===== src/rtl/uart_pkg.sv =====
// Shared types and constants for the UART store/echo loopback stage.
package uart_pkg;

    typedef enum logic [1:0] {
        IDLE    = 2'd0,
        ISSUE   = 2'd1,
        WAIT_HI = 2'd2,
        WAIT_LO = 2'd3
    } tx_state_t;

    localparam logic MODE_ECHO  = 1'b0;
    localparam logic MODE_STORE = 1'b1;

    localparam logic [7:0] TERM_CHAR_DEF = 8'h0D;

endpackage


===== src/rtl/uart_byte_fifo.sv =====
// Circular byte buffer with wrapping pointers and a registered read port
// addressed relative to the oldest entry.
module uart_byte_fifo
    import uart_pkg::*;
#(
    parameter int DATA_W = 8,
    parameter int DEPTH  = 16,
    parameter int ADDR_W = $clog2(DEPTH)
) (
    input  logic              sys_clk,
    input  logic              sys_rst,
    input  logic              flush,
    input  logic              push,
    input  logic [DATA_W-1:0] push_data,
    input  logic              pop,
    input  logic [ADDR_W-1:0] rd_addr,
    output logic              push_ok,
    output logic              pop_ok,
    output logic [DATA_W-1:0] head_data,
    output logic [ADDR_W:0]   count,
    output logic              full,
    output logic              empty,
    output logic [DATA_W-1:0] rd_data
);

    localparam logic [ADDR_W:0] DEPTH_C = (ADDR_W+1)'(DEPTH);

    logic [DATA_W-1:0] mem [DEPTH];
    logic [ADDR_W:0]   wr_ptr;
    logic [ADDR_W:0]   rd_ptr;
    logic [ADDR_W-1:0] rd_idx;

    assign count = wr_ptr - rd_ptr;
    assign full  = (count == DEPTH_C);
    assign empty = (count == '0);

    // full is taken before any same-cycle pop, so a byte arriving at full is dropped
    assign push_ok = push && !full && !flush;
    assign pop_ok  = pop && !empty && !flush;

    always_ff @(posedge sys_clk) begin
        if (sys_rst) begin
            wr_ptr <= '0;
            rd_ptr <= '0;
        end else if (flush) begin
            wr_ptr <= '0;
            rd_ptr <= '0;
        end else begin
            if (push_ok)
                wr_ptr <= wr_ptr + 1'b1;
            if (pop_ok)
                rd_ptr <= rd_ptr + 1'b1;
        end
    end

    always_ff @(posedge sys_clk) begin
        if (!sys_rst && push_ok)
            mem[wr_ptr[ADDR_W-1:0]] <= push_data;
    end

    assign head_data = mem[rd_ptr[ADDR_W-1:0]];

    // offset adds modulo DEPTH by truncation to ADDR_W bits
    assign rd_idx = rd_ptr[ADDR_W-1:0] + rd_addr;

    always_ff @(posedge sys_clk) begin
        if (sys_rst)
            rd_data <= '0;
        else if ({1'b0, rd_addr} < count)
            rd_data <= mem[rd_idx];
        else
            rd_data <= '0;
    end

endmodule


===== src/rtl/uart_store_loop.sv =====
// Buffered UART loopback: echoes bytes as the transmitter frees up, or stores
// them until a terminator / full buffer and then dumps the whole buffer.
module uart_store_loop
    import uart_pkg::*;
#(
    parameter int                DATA_W    = 8,
    parameter int                DEPTH     = 16,
    parameter int                ADDR_W    = $clog2(DEPTH),
    parameter logic [DATA_W-1:0] TERM_CHAR = DATA_W'(TERM_CHAR_DEF),
    parameter int                LED_W     = 4,
    parameter int                BUSY_TO   = 15
) (
    input  logic              sys_clk,
    input  logic              sys_rst,
    input  logic              mode,
    input  logic              clear,
    input  logic              recv_done,
    input  logic [DATA_W-1:0] recv_data,
    input  logic              tx_busy,
    output logic              send_en,
    output logic [DATA_W-1:0] send_data,
    output logic [ADDR_W:0]   count,
    output logic              overflow,
    output logic [LED_W-1:0]  led,
    input  logic [ADDR_W-1:0] rd_addr,
    output logic [DATA_W-1:0] rd_data
);

    localparam int              SEG     = DEPTH / LED_W;
    localparam int              TO_W    = $clog2(BUSY_TO + 1);
    localparam logic [TO_W-1:0] TO_LAST = TO_W'(BUSY_TO - 1);
    localparam logic [ADDR_W:0] ALMOST  = (ADDR_W+1)'(DEPTH - 1);
    localparam logic [ADDR_W:0] ONE     = (ADDR_W+1)'(1);

    tx_state_t         state, state_nxt;
    logic              mode_q;
    logic              dump_pending;
    logic [TO_W-1:0]   to_cnt;
    logic              launch;
    logic              pop;
    logic              push_ok, pop_ok;
    logic              full, empty;
    logic [DATA_W-1:0] head_data;
    logic              term_seen, fill_set, drained;

    uart_byte_fifo #(
        .DATA_W (DATA_W),
        .DEPTH  (DEPTH),
        .ADDR_W (ADDR_W)
    ) u_fifo (
        .sys_clk   (sys_clk),
        .sys_rst   (sys_rst),
        .flush     (clear),
        .push      (recv_done),
        .push_data (recv_data),
        .pop       (pop),
        .rd_addr   (rd_addr),
        .push_ok   (push_ok),
        .pop_ok    (pop_ok),
        .head_data (head_data),
        .count     (count),
        .full      (full),
        .empty     (empty),
        .rd_data   (rd_data)
    );

    always_ff @(posedge sys_clk) begin
        if (sys_rst)
            state <= IDLE;
        else
            state <= state_nxt;
    end

    // a launch is held off while tx_busy is high so bytes never overlap on the line
    always_comb begin
        state_nxt = state;
        send_en   = 1'b0;
        pop       = 1'b0;
        launch    = 1'b0;
        case (state)
            IDLE: begin
                if (!empty && !clear && !tx_busy &&
                    (mode == MODE_ECHO || dump_pending)) begin
                    state_nxt = ISSUE;
                    launch    = 1'b1;
                end
            end
            ISSUE: begin
                send_en   = 1'b1;
                pop       = 1'b1;
                state_nxt = WAIT_HI;
            end
            WAIT_HI: begin
                if (tx_busy)
                    state_nxt = WAIT_LO;
                else if (to_cnt == TO_LAST)
                    state_nxt = IDLE;
            end
            WAIT_LO: begin
                if (!tx_busy)
                    state_nxt = IDLE;
            end
            default: state_nxt = IDLE;
        endcase
    end

    always_ff @(posedge sys_clk) begin
        if (sys_rst)
            to_cnt <= '0;
        else if (state == ISSUE)
            to_cnt <= '0;
        else if (state == WAIT_HI)
            to_cnt <= to_cnt + 1'b1;
    end

    // send_data is captured at launch and held through the whole transmit
    always_ff @(posedge sys_clk) begin
        if (sys_rst) begin
            send_data <= '0;
            mode_q    <= MODE_ECHO;
        end else if (launch) begin
            send_data <= head_data;
            mode_q    <= mode;
        end
    end

    assign term_seen = recv_done && (recv_data == TERM_CHAR);
    assign fill_set  = push_ok && !pop_ok && (count == ALMOST);
    assign drained   = pop_ok && !push_ok && (count == ONE) && (mode_q == MODE_STORE);

    // a dropped terminator still triggers the dump
    always_ff @(posedge sys_clk) begin
        if (sys_rst)
            dump_pending <= 1'b0;
        else if (clear)
            dump_pending <= 1'b0;
        else if (mode == MODE_STORE && (term_seen || fill_set))
            dump_pending <= 1'b1;
        else if (drained)
            dump_pending <= 1'b0;
    end

    always_ff @(posedge sys_clk) begin
        if (sys_rst)
            overflow <= 1'b0;
        else if (clear)
            overflow <= 1'b0;
        else if (recv_done && full)
            overflow <= 1'b1;
    end

    always_ff @(posedge sys_clk) begin
        if (sys_rst)
            led <= '0;
        else
            for (int i = 0; i < LED_W; i++)
                led[i] <= (count > (ADDR_W+1)'(i * SEG));
    end

endmodule

===== config.mk =====
export PLATFORM = sky130hd
export DESIGN_NAME = uart_store_loop
export DESIGN_NICKNAME = d
export VERILOG_FILES = /design/src/rtl/uart_pkg.sv /design/src/rtl/uart_byte_fifo.sv /design/src/rtl/uart_store_loop.sv
export SDC_FILE = /design/constraint.sdc
export NUM_CORES = 1
export LEC_CHECK = 0
export CAP_MARGIN = 15
export CELL_PAD_IN_SITES_DETAIL_PLACEMENT = 2
export CELL_PAD_IN_SITES_GLOBAL_PLACEMENT = 2
export CORE_MARGIN = 3
export CORE_UTILIZATION = 47
export DETAILED_ROUTE_END_ITERATION = 10
export DONT_BUFFER_PORTS = 1
export GPL_TIMING_DRIVEN = 0
export PLACE_DENSITY_LB_ADDON = 0.1
export SLEW_MARGIN = 20
export SYNTH_ARGS = -nofsm -noshare
export SYNTH_HDL_FRONTEND = slang
export SYNTH_SLANG_ARGS = --single-unit

===== constraint.sdc =====
create_clock -name sys_clk -period 3.4 [get_ports sys_clk]
set_input_delay 0.17 -clock sys_clk [delete_from_list [all_inputs] [get_ports sys_clk]]
set_output_delay 0.17 -clock sys_clk [all_outputs]
set_load 0.02 [all_outputs]

== After elaboration in Yosys (flattened, before gate mapping) ==
Memory sizes are Yosys's and may differ from the RTL's. A register that Yosys moved wholly into a read port is not among the register bits.
Index checks and enable logic that the tools add are counted.
Word-level totals
  flip-flop bits (word level): 23
  memory bits (writable): 128
  bits of input ports: 18
  output and inout port bits: 27
  word-level logic and storage cells: 76
  memories: 1
Cells by class
  add/subtract/negate cells: 5
  magnitude comparators: 5
  equal/unequal tests: 11
  muxes and demuxes: 12
  bitwise gates (word level): 2
  reductions and logical operators: 32
Memories
  u_fifo.mem: words 16, bits a word 8, read ports 2, clocked after Yosys merged registers in 2, write ports 1, RTL line uart_byte_fifo.sv:28  | logic [DATA_W-1:0] mem [DEPTH];
Operators with widths (number)
  1-bit logical AND: 16
  5-bit by 1-bit adder with 5-bit output, second input constant: 2
  5-bit by 4-bit greater-than comparator with 1-bit output, second input constant: 2
  8-bit by 4-bit equality test with 1-bit output, second input constant: 1
  2-bit 2-to-1 mux: 4
  2-bit case mux with 4 select lines: 1
  1-bit logical NOT: 7
  1-bit 2-to-1 mux: 7
  2-bit OR reduction: 3
  5-bit by 1-bit equality test with 1-bit output, second input constant: 1
  5-bit by 4-bit equality test with 1-bit output, second input constant: 1
  5-bit equality test, second input constant: 1
  5-bit by 1-bit greater-than comparator with 1-bit output, second input constant: 1
  5-bit by 3-bit greater-than comparator with 1-bit output, second input constant: 1
  5-bit logical NOT: 1
  4-bit by 5-bit < comparator with 1-bit output: 1
  5-bit subtractor: 1
  4-bit by 1-bit adder with 4-bit output, second input constant: 1
  4-bit adder: 1
  2-bit equality test, second input constant: 2
  4-bit equality test, second input constant: 1
  2-bit inequality test, second input constant: 2
  3-bit inequality test, second input constant: 1
  3-bit AND reduction: 1
  5 further kinds: 7

== Longest topological paths before layout ==
Gate-level depths: netlist (run 1).
  word-level depth: 11
  depth in mapped cells: 13
  gate-level depth less buffers: 12

== By module ==
A second synthesis (run 1) with hierarchy kept.
Second synthesis, totals
  cells, all modules: 489
  area total of the unflattened synthesis: 7995.2 µm²
By module, submodules not included
  uart_byte_fifo: times used 1, cells an instance 388, area an instance 7074.3 µm², sequential area each 4284.1 µm²
  uart_store_loop: times used 1, cells an instance 101, area an instance 920.9 µm², sequential area each 420.4 µm²

== Worst setup path before layout (run 1) ==
No wires, ideal clock.
  path kind: reg2reg
  start: register u_fifo.rd_ptr[1]
  end: register u_fifo.rd_data[4] (read register of u_fifo.mem)
  library setup time: 0.060 ns
  arrival: 3.295 ns
  required time: 3.340 ns
  path slack: 0.045 ns
  stages on the path, launching flop included: 14
  buffers on the path: 1
  period minus slack after synthesis: 3.355 ns
  path through: dfxtp_1 -> clkbuf_1 -> inv_1 -> ha_1 -> nand3b_1 -> a21boi_0 -> nor2_1 -> inv_1 -> ha_1 -> o21ai_0 -> a21oi_1 -> or2_2 -> a211oi_2 -> a22o_1
On the way
  cells in the longest elaborated chain, start to end: 4
  elaborated cells between the ends (all ways): 5
  classes of those cells: 2 x add/sub; 1 x order compare; 1 x bitwise; 1 x reduce/logical
Ends and longest elaborated chain
  start, declared: RTL line uart_byte_fifo.sv:30  | logic [ADDR_W:0] rd_ptr;
  start signal, assigned: RTL line uart_byte_fifo.sv:52  | rd_ptr <= rd_ptr + 1'b1;
  5-bit subtractor: RTL line uart_byte_fifo.sv:33  | assign count = wr_ptr - rd_ptr;
  via count[3]: RTL line uart_store_loop.sv:22  | output logic [ADDR_W:0] count,
  4-bit by 5-bit < comparator with 1-bit output: RTL line uart_byte_fifo.sv:69  | else if ({1'b0, rd_addr} < count)
  1-bit inverter (no source line)
  2-bit OR reduction (no source line)
  end, declared: RTL line uart_byte_fifo.sv:23  | output logic [DATA_W-1:0] rd_data
The timed path passes the listed nets, and every way through them passes these cells.
A chain may end at the register's enable or synchronous reset.

== Worst setup path in the final report (run 1) ==
  start: register u_fifo.wr_ptr[0]
  end: memory u_fifo.mem[1][1] (enable)
On the way
  cells in the longest elaborated chain, start to end: 8
Ends and longest elaborated chain
  start, declared: RTL line uart_byte_fifo.sv:29  | logic [ADDR_W:0] wr_ptr;
  start signal, assigned: RTL line uart_byte_fifo.sv:50  | wr_ptr <= wr_ptr + 1'b1;
  5-bit subtractor: RTL line uart_byte_fifo.sv:33
  5-bit equality test: RTL line uart_byte_fifo.sv:34  | assign full = (count == DEPTH_C);
  1-bit logical NOT: RTL line uart_byte_fifo.sv:38  | assign push_ok = push && !full && !flush;
  1-bit logical AND (2 in a row): RTL line uart_byte_fifo.sv:38
  1-bit logical AND: RTL line uart_byte_fifo.sv:57  | if (!sys_rst && push_ok)
  1-bit 2-to-1 mux: RTL line uart_byte_fifo.sv:57
  1-bit 2-to-1 mux (not written as such): RTL line uart_byte_fifo.sv:58  | mem[wr_ptr[ADDR_W-1:0]] <= push_data;
  end, declared: RTL line uart_byte_fifo.sv:28
Parallel ways exist; a longest one is shown, timed or not.

==> summary.md, run 1 <==
| Metric | Value |
|---|---|
| Number of buffers and inverters on the critical path | `3` |
| Number of vias in the routed layout | `5,515` |
| Per-cell routed wire length | `33.4 um` |
| Fraction of synthesis flops using an asynchronous set or reset pin | `0` |
| HPWL Detailed | `18,000 um` |
| Kind of start point of the critical path | `flip-flop` |
| Number of DRC violations after detailed-routing iteration 0 | `536` |
| Standby leakage power | `3.10 nW` |
| Share of final-layout standard cells stronger than drive strength 1 | `0.290` |
| Die extent in y | `138 um` |
| Critical Path RT | `3.50 ns` |
| Critical path class | `flip-flop to flip-flop` |
| Worst min-delay path class | `input port to flip-flop` |
| Placement Setup Slack | `-1.28 ns` |
| Leading cell types by total area after synthesis | `sky130_fd_sc_hd__edfxtp_1, sky130_fd_sc_hd__mux4_2, sky130_fd_sc_hd__dfxtp_1` |
| Post-synthesis instance total | `543` |
| Register clock-pin slew on the reported worst setup and hold paths | `0.07 ns` |
| Clock skew | `0.0125 ns` |
| Family with the most delay on the worst path | `adder cells` |
| Arrival time reported for the critical path endpoint | `3.41 ns` |
| Portion of the post-synthesis area used by sequential elements | `0.566` |
| Port Buffer Count | `0` |
| Die outline area | `19,000 um2` |
| TritonCTS clock tree | `built` |
| Fraction of met3 tracks used by global routing | `0.0913` |
| Post-synthesis cell area | `8170 um2` |
| Via count of the first global-routing pass | `5,962` |
| Count of final hold-check violations | `0` |
| Avg Synthesized Cell Area | `15.0 um2` |
| Post-route antenna net violation count | `0` |
| Worst-path cell with the longest stage delay | `sky130_fd_sc_hd__fa_1` |
| Net count after synthesis | `580` |
| Final-report max-slew violation count | `0` |
| Total power density per cell area | `478 nW/um2` |
| Least setup slack across all paths after layout | `0.0974 ns` |
| Warnings, synthesis | `0` |
| EDFF count, synth | `128` |
| Worst reg-to-reg setup slack | `0.1 ns` |
| Worst setup EP type | `flip-flop` |
| Seq cells post-synth | `167` |
| Number of buffers created by CTS | `17` |
| Core area | `16,800 um2` |
| Highest-count cells in the layout ignoring fill and taps | `sky130_fd_sc_hd__edfxtp_1, sky130_fd_sc_hd__mux4_2, sky130_fd_sc_hd__dfxtp_1` |
| Max-slew headroom at the worst pin | `0.387` |
| Wire length of the first global-routing pass | `39,900 um` |
| Maximum level of the CTS H-tree | `4` |
| Tmin final | `3.30 ns` |
| Commonest register cell after synthesis | `sky130_fd_sc_hd__edfxtp_1` |
| Run status | `completed` |
| TritonCTS Sinks | `167` |
| Final global-route overflow total | `0` |
| Worst-skew pair later-pin latency | `0.43 ns` |
| Boundary Pins | `45` |
| Bufs on Longest Clock Path | `2` |
| Count of unique library cells instantiated by Yosys | `58` |
| Die boundary width | `138 um` |
| Starting Density | `0.486` |
| Final setup fails | `0` |
| Area growth syn-to-layout | `14.1%` |
| Largest net degree at the start of global routing | `17` |
| Peak Freq | `303 MHz` |
| Cell type with the largest total area after synthesis | `sky130_fd_sc_hd__edfxtp_1` |
| Commonest non-fill, non-tap cell in the layout | `sky130_fd_sc_hd__edfxtp_1` |
| Max Cap Viol | `0` |
| Post-layout net count | `617` |
| DRC violation count after routing | `0` |
| Most utilized layer in the global route result | `met2` |
| Pre-Repair DR Iteration Count | `5` |
| Wirelength, routed | `27,200 um` |
| CP peak stage delay | `0.43 ns` |
| Antenna violations before repair | `5` |
| Via density | `6.78` |
| Crit path max fanout | `10` |
| Final cycle utilization of the critical path | `0.971` |
| CTS root buf | `sky130_fd_sc_hd__clkbuf_16` |
| Slew @ Worst Pin | `0.920 ns` |
| Placed cell area | `8440 um2` |
| Area share of the largest cell type after synthesis | `0.471` |
| Floorplan row count | `47` |
| CP Cell Sequence | `inv_1 -> ha_1 -> fa_1 -> nand2b_1 -> a21oi_2 -> xor2_4 -> inv_2 -> a21boi_4 -> buf_6 -> and3_2` |
| Met1 global-route usage | `0.403` |
| Peak VDD IR | `362 uV` |
| Placer congestion estimate | `0.817` |
| Final design instance area without fill | `9320 um2` |
| Setup Total Neg Slack | `0 ns` |
| Overall Global Routing Usage | `0.300` |
| Met2 GRT Util | `0.474` |
[layout make-up]
cell class / count / area, um2
clock inverters: 11 / 123
inverters: 25 / 93.8
fillers: 1508 / 7500
repair buffers: 18 / 188
multi-input cells: 318 / 3360
clock buffers: 21 / 460
plain buffers: 33 / 186
flip-flops and latches: 167 / 4630
well taps: 220 / 275
diodes: 1 / 2.50
[cell families (layout without fill, tap and decap cells)]
family	after synthesis	in the layout	synth area share
DFF	167	167	0.566
and+or+nand+nor	112	112	0.0685
muxes	94	94	0.213
AOI/OAI and AO/OA	87	87	0.0801
buffers and inverters	58	108	0.0322
adders and majority gates	19	19	0.0309
xor gates and xnor gates	6	6	0.00919
other	0	1	0
[per-stage QoR]
stage | instances | utilization | hold WS (ns) | power [mW]
floorplan | 543 | - | 0.269 | 2.43
global placement | 763 | 0.502 | 0.270 | 2.49
detailed placement | 763 | 0.502 | 0.270 | 2.50
CTS | 808 | 0.549 | 0.0137 | 4.46
global route | 814 | 0.554 | 0.0339 | 4.58
finish | 814 | 0.554 | 0.0314 | 4.46
[power by group]
| part | total [mW] | leakage [nW] | switching [mW] | internal, mW |
|---|---|---|---|---|
| clock | 1.95 | 0.278 | 0.826 | 1.12 |
| combinational | 0.270 | 1.36 | 0.165 | 0.105 |
| sequential | 2.24 | 1.47 | 0.0271 | 2.21 |
| total | 4.46 | 3.10 | 1.02 | 3.44 |
[synth_stat cells (14+ instances only)]
| library cell | count |
|---|---|
| sky130_fd_sc_hd__nor2_1 | 24 |
| sky130_fd_sc_hd__o22ai_1 | 14 |
| sky130_fd_sc_hd__mux2_2 | 17 |
| sky130_fd_sc_hd__ha_1 | 17 |
| sky130_fd_sc_hd__nand2_1 | 35 |
| sky130_fd_sc_hd__dfxtp_1 | 39 |
| sky130_fd_sc_hd__mux2i_1 | 15 |
| sky130_fd_sc_hd__mux4_2 | 62 |
| sky130_fd_sc_hd__edfxtp_1 | 128 |
| sky130_fd_sc_hd__inv_1 | 23 |
| sky130_fd_sc_hd__a21oi_1 | 17 |
[state kept, by name, indices dropped and copies added (netlist names)]
name and flops:
u_fifo.mem 128, send_data 8, u_fifo.rd_data 8, u_fifo.rd_ptr 5, u_fifo.wr_ptr 5, led 4, to_cnt 4, state 2
dump_pending 1, mode_q 1, overflow 1
[routing by layer]
| layer | vias up | routed length (um) |
|---|---|---|
| met4 | 10 | 700 |
| met1 | 2942 | 11200 |
| met2 | 274 | 12900 |
| li1 | 2234 | - |
| met5 | - | 76 |
| met3 | 55 | 2310 |
[worst register-to-register path, delay by kind of cell (launching register included)]
family / cells / cell delay [ns]
compound gates: 2 / 0.51
xor+xnor: 1 / 0.30
fa+ha+maj: 2 / 0.68
buf+inv: 3 / 0.51
flops: 1 / 0.41
simple gates: 2 / 0.57
[timing repair]
| item | CTS | global route |
|---|---|---|
| endpoints found under the setup margin | 138 | 136 |
| endpoints found under the hold margin | 133 | 0 |
| hold buffers | 11 | 0 |
| buffers inserted | 2 | 5 |
| pin swaps | 1 | 1 |
| resized for setup | 26 | 15 |
[worst paths after layout]
check	cells past startpoint	from	endpoint
worst max-delay path	10	u_fifo.wr_ptr[0]	u_fifo.mem[1][1]
worst min-delay path	3	recv_done	u_fifo.wr_ptr[4]
worst max register to register	10	u_fifo.wr_ptr[0]	u_fifo.mem[1][1]
worst min register to register	2	u_fifo.wr_ptr[4]	u_fifo.wr_ptr[4]
Power figures use the tool's default switching activity.
==> run 2, diff against run 1 <==
--- a/config.mk
+++ b/config.mk
@@ -8,6 +8,7 @@
 export CAP_MARGIN = 15
 export CELL_PAD_IN_SITES_DETAIL_PLACEMENT = 2
 export CELL_PAD_IN_SITES_GLOBAL_PLACEMENT = 2
+export CORE_ASPECT_RATIO = 1.25
 export CORE_MARGIN = 3
 export CORE_UTILIZATION = 47
 export DETAILED_ROUTE_END_ITERATION = 10
==> summary.md, run 2 (synthesis results as in run 1) <==
| Metric | Value |
|---|---|
| Slew @ Worst Pin | `0.879 ns (-0.0407 ns)` |
| Final setup fails | `0 (unchanged)` |
| Fraction of met3 tracks used by global routing | `0.0511 (-0.0402)` |
| Family with the most delay on the worst path | `adder cells` |
| Least setup slack across all paths after layout | `0.153 ns (+0.0555 ns)` |
| Worst-skew pair later-pin latency | `0.43 ns (about the same)` |
| Worst setup EP type | `flip-flop` |
| TritonCTS Sinks | `167 (unchanged)` |
| Worst path depth | `10 (unchanged)` |
| Post-route antenna net violation count | `0 (unchanged)` |
| Die boundary width | `124 um (-10%)` |
| Worst hold stages | `2 (-1)` |
| Via density | `6.59 (-2.7%)` |
| Met2 GRT Util | `0.517 (+0.0437)` |
| Most utilized layer in the global route result | `met2` |
| Met1 global-route usage | `0.347 (-0.0561)` |
| Net switching fraction of the power | `0.227 (-0.00123)` |
| Post-route insts no fill | `810 (-0.49%)` |
| CTS root buf | `sky130_fd_sc_hd__clkbuf_16` |
| Worst min-delay path class | `input port to flip-flop` |
| Starting Density | `0.483 (-0.00262)` |
| Run status | `completed` |
| Boundary Pins | `45 (unchanged)` |
| HPWL Detailed | `17,700 um (-2.0%)` |
| Tmin final | `3.25 ns (-0.0555 ns)` |
| Via count of the first global-routing pass | `5,934 (-0.47%)` |
| Core area | `16,900 um2 (+0.54%)` |
| CP Cell Sequence | `inv_1 -> ha_1 -> fa_1 -> nand2b_1 -> a21oi_1 -> xor2_4 -> inv_2 -> a21boi_4 -> buf_6 -> and3_2` |
| Total power density per cell area | `495 nW/um2 (+3.6%)` |
| Standby leakage power | `3.10 nW (about the same)` |
| Kind of start point of the critical path | `flip-flop` |
| Placement Setup Slack | `-1.18 ns (+0.100 ns)` |
| Overall Global Routing Usage | `0.292 (-0.00773)` |
| Largest net degree at the start of global routing | `17 (unchanged)` |
| Wire length of the first global-routing pass | `39,500 um (-1.0%)` |
| Final global-route overflow total | `0 (unchanged)` |
| Arrival time reported for the critical path endpoint | `3.34 ns (-0.07 ns)` |
| Crit path max fanout | `10 (unchanged)` |
| Length in cells of the worst reg-to-reg path | `10 (unchanged)` |
| Final-report max-slew violation count | `0 (unchanged)` |
| Antenna violations before repair | `2 (-3)` |
| Peak VDD IR | `358 uV (-1.0%)` |
| Relative contribution of combinational cells to total power | `0.057 (-0.004)` |
| Worst-path cell with the longest stage delay | `sky130_fd_sc_hd__dfxtp_1` |
| Pre-Repair DR Iteration Count | `5 (unchanged)` |
| Final cycle utilization of the critical path | `0.955 (-0.0163)` |
| Placed cell area | `8440 um2 (unchanged)` |
| Max Cap Viol | `0 (unchanged)` |
| Post-layout net count | `612 (-0.81%)` |
| Critical Path RT | `3.50 ns (about the same)` |
| Critical path class | `flip-flop to flip-flop` |
| TritonCTS clock tree | `built` |
| Internal power component | `3.56 mW (+3.5%)` |
| Proportion of power drawn by the clock network | `0.458 (+0.021)` |
| Area growth syn-to-layout | `13.9%` |
| Bufs on Longest Clock Path | `2 (unchanged)` |
| Die extent in y | `153 um (+11%)` |
| Max-slew headroom at the worst pin | `0.414 (+0.0271)` |
| Placer congestion estimate | `0.806 (-1.3%)` |
| Number of DRC violations after detailed-routing iteration 0 | `450 (-16%)` |
| Floorplan row count | `53 (+13%)` |
| Number of buffers and inverters on the critical path | `3 (unchanged)` |
| Number of buffers created by CTS | `17 (unchanged)` |
| Highest-count cells in the layout ignoring fill and taps | `sky130_fd_sc_hd__edfxtp_1, sky130_fd_sc_hd__mux4_2, sky130_fd_sc_hd__dfxtp_1` |
| Number of flip-flops in the largest register | `128 (unchanged)` |
| Maximum level of the CTS H-tree | `4 (unchanged)` |
| Register clock-pin slew on the reported worst setup and hold paths | `0.07 ns (about the same)` |
| Proportion of power drawn by flip-flops and latches | `0.486 (-0.016)` |
| Final-layout fill cell count | `1,525 (+1.1%)` |
| Peak Freq | `308 MHz (+1.7%)` |
| Share of final-layout standard cells stronger than drive strength 1 | `0.281 (-0.00944)` |
| Final design instance area without fill | `9300 um2 (-0.23%)` |
| Wirelength, routed | `26,800 um (-1.5%)` |
| Port Buffer Count | `0 (unchanged)` |
| Per-cell routed wire length | `33.1 um (-1.1%)` |
| Net Sw Power | `1.05 mW (+2.8%)` |
| Die outline area | `19,000 um2 (about the same)` |
| Number of vias in the routed layout | `5,337 (-3.2%)` |
| DRC violation count after routing | `0 (unchanged)` |
| Count of final hold-check violations | `0 (unchanged)` |
| CP peak stage delay | `0.43 ns (about the same)` |
| Clock skew | `0.0138 ns (+0.00131 ns)` |
| Number of placed instances with taps included | `763 (unchanged)` |
| Commonest non-fill, non-tap cell in the layout | `sky130_fd_sc_hd__edfxtp_1` |
## run 2: stage by stage
stage	hold WS [ns]	power (mW)	setup TNS, ns	utilization
floorplan	0.269	2.43	0	-
global placement	0.270	2.49	-55.70	0.499
detailed placement	0.270	2.50	-69.70	0.499
CTS	0.00332	4.62	0	0.549
global route	0.0168	4.73	-0.00487	0.550
finish	0.00795	4.61	0	0.550
## run 2: area by class of cell
cell class                 count  area, um2  share of cell area
antenna                        2       5.00            0.000538
clock buffer                  17        425              0.0457
multi-input combinational    318       3340               0.359
inverter                      25       93.8              0.0101
buffer                        33        186              0.0200
timing repair buffer          13        138              0.0148
clock inverter                15        211              0.0227
tap                          220        275              0.0296
sequential                   167       4630               0.498
## run 2: power by group through the flow
stage | clock (mW) | sequential [mW] | combinational [mW]
2_1_floorplan | 0 | 2.28 | 0.154
6_report | 2.11 | 2.24 | 0.261
3_3_place_gp | 0 | 2.28 | 0.211
3_5_place_dp | 0 | 2.28 | 0.217
5_1_grt | 2.22 | 2.24 | 0.279
4_1_cts | 2.12 | 2.24 | 0.260
## run 2: routing by layer
layer  vias to the layer above  wire (um)
li1                       2227          -
met1                      2824       9870
met2                       235      14600
met3                        49       1280
met4                         2       1020
met5                         -         16
## run 2: timing repair
action	CTS	global route
hold endpoints to repair	132	0
hold buffers	11	0
setup buffers	2	0
cloned	0	0
resized for setup	26	6
pin swaps	1	2
setup endpoints to repair	141	16
## run 2: worst paths after layout
check              startpoint                to  slack [ns]
max reg2reg  u_fifo.wr_ptr[0]  u_fifo.mem[2][1]        0.15
max          u_fifo.wr_ptr[0]  u_fifo.mem[2][1]        0.15
min                   tx_busy          state[1]       0.008
min reg2reg            mode_q            mode_q        0.49
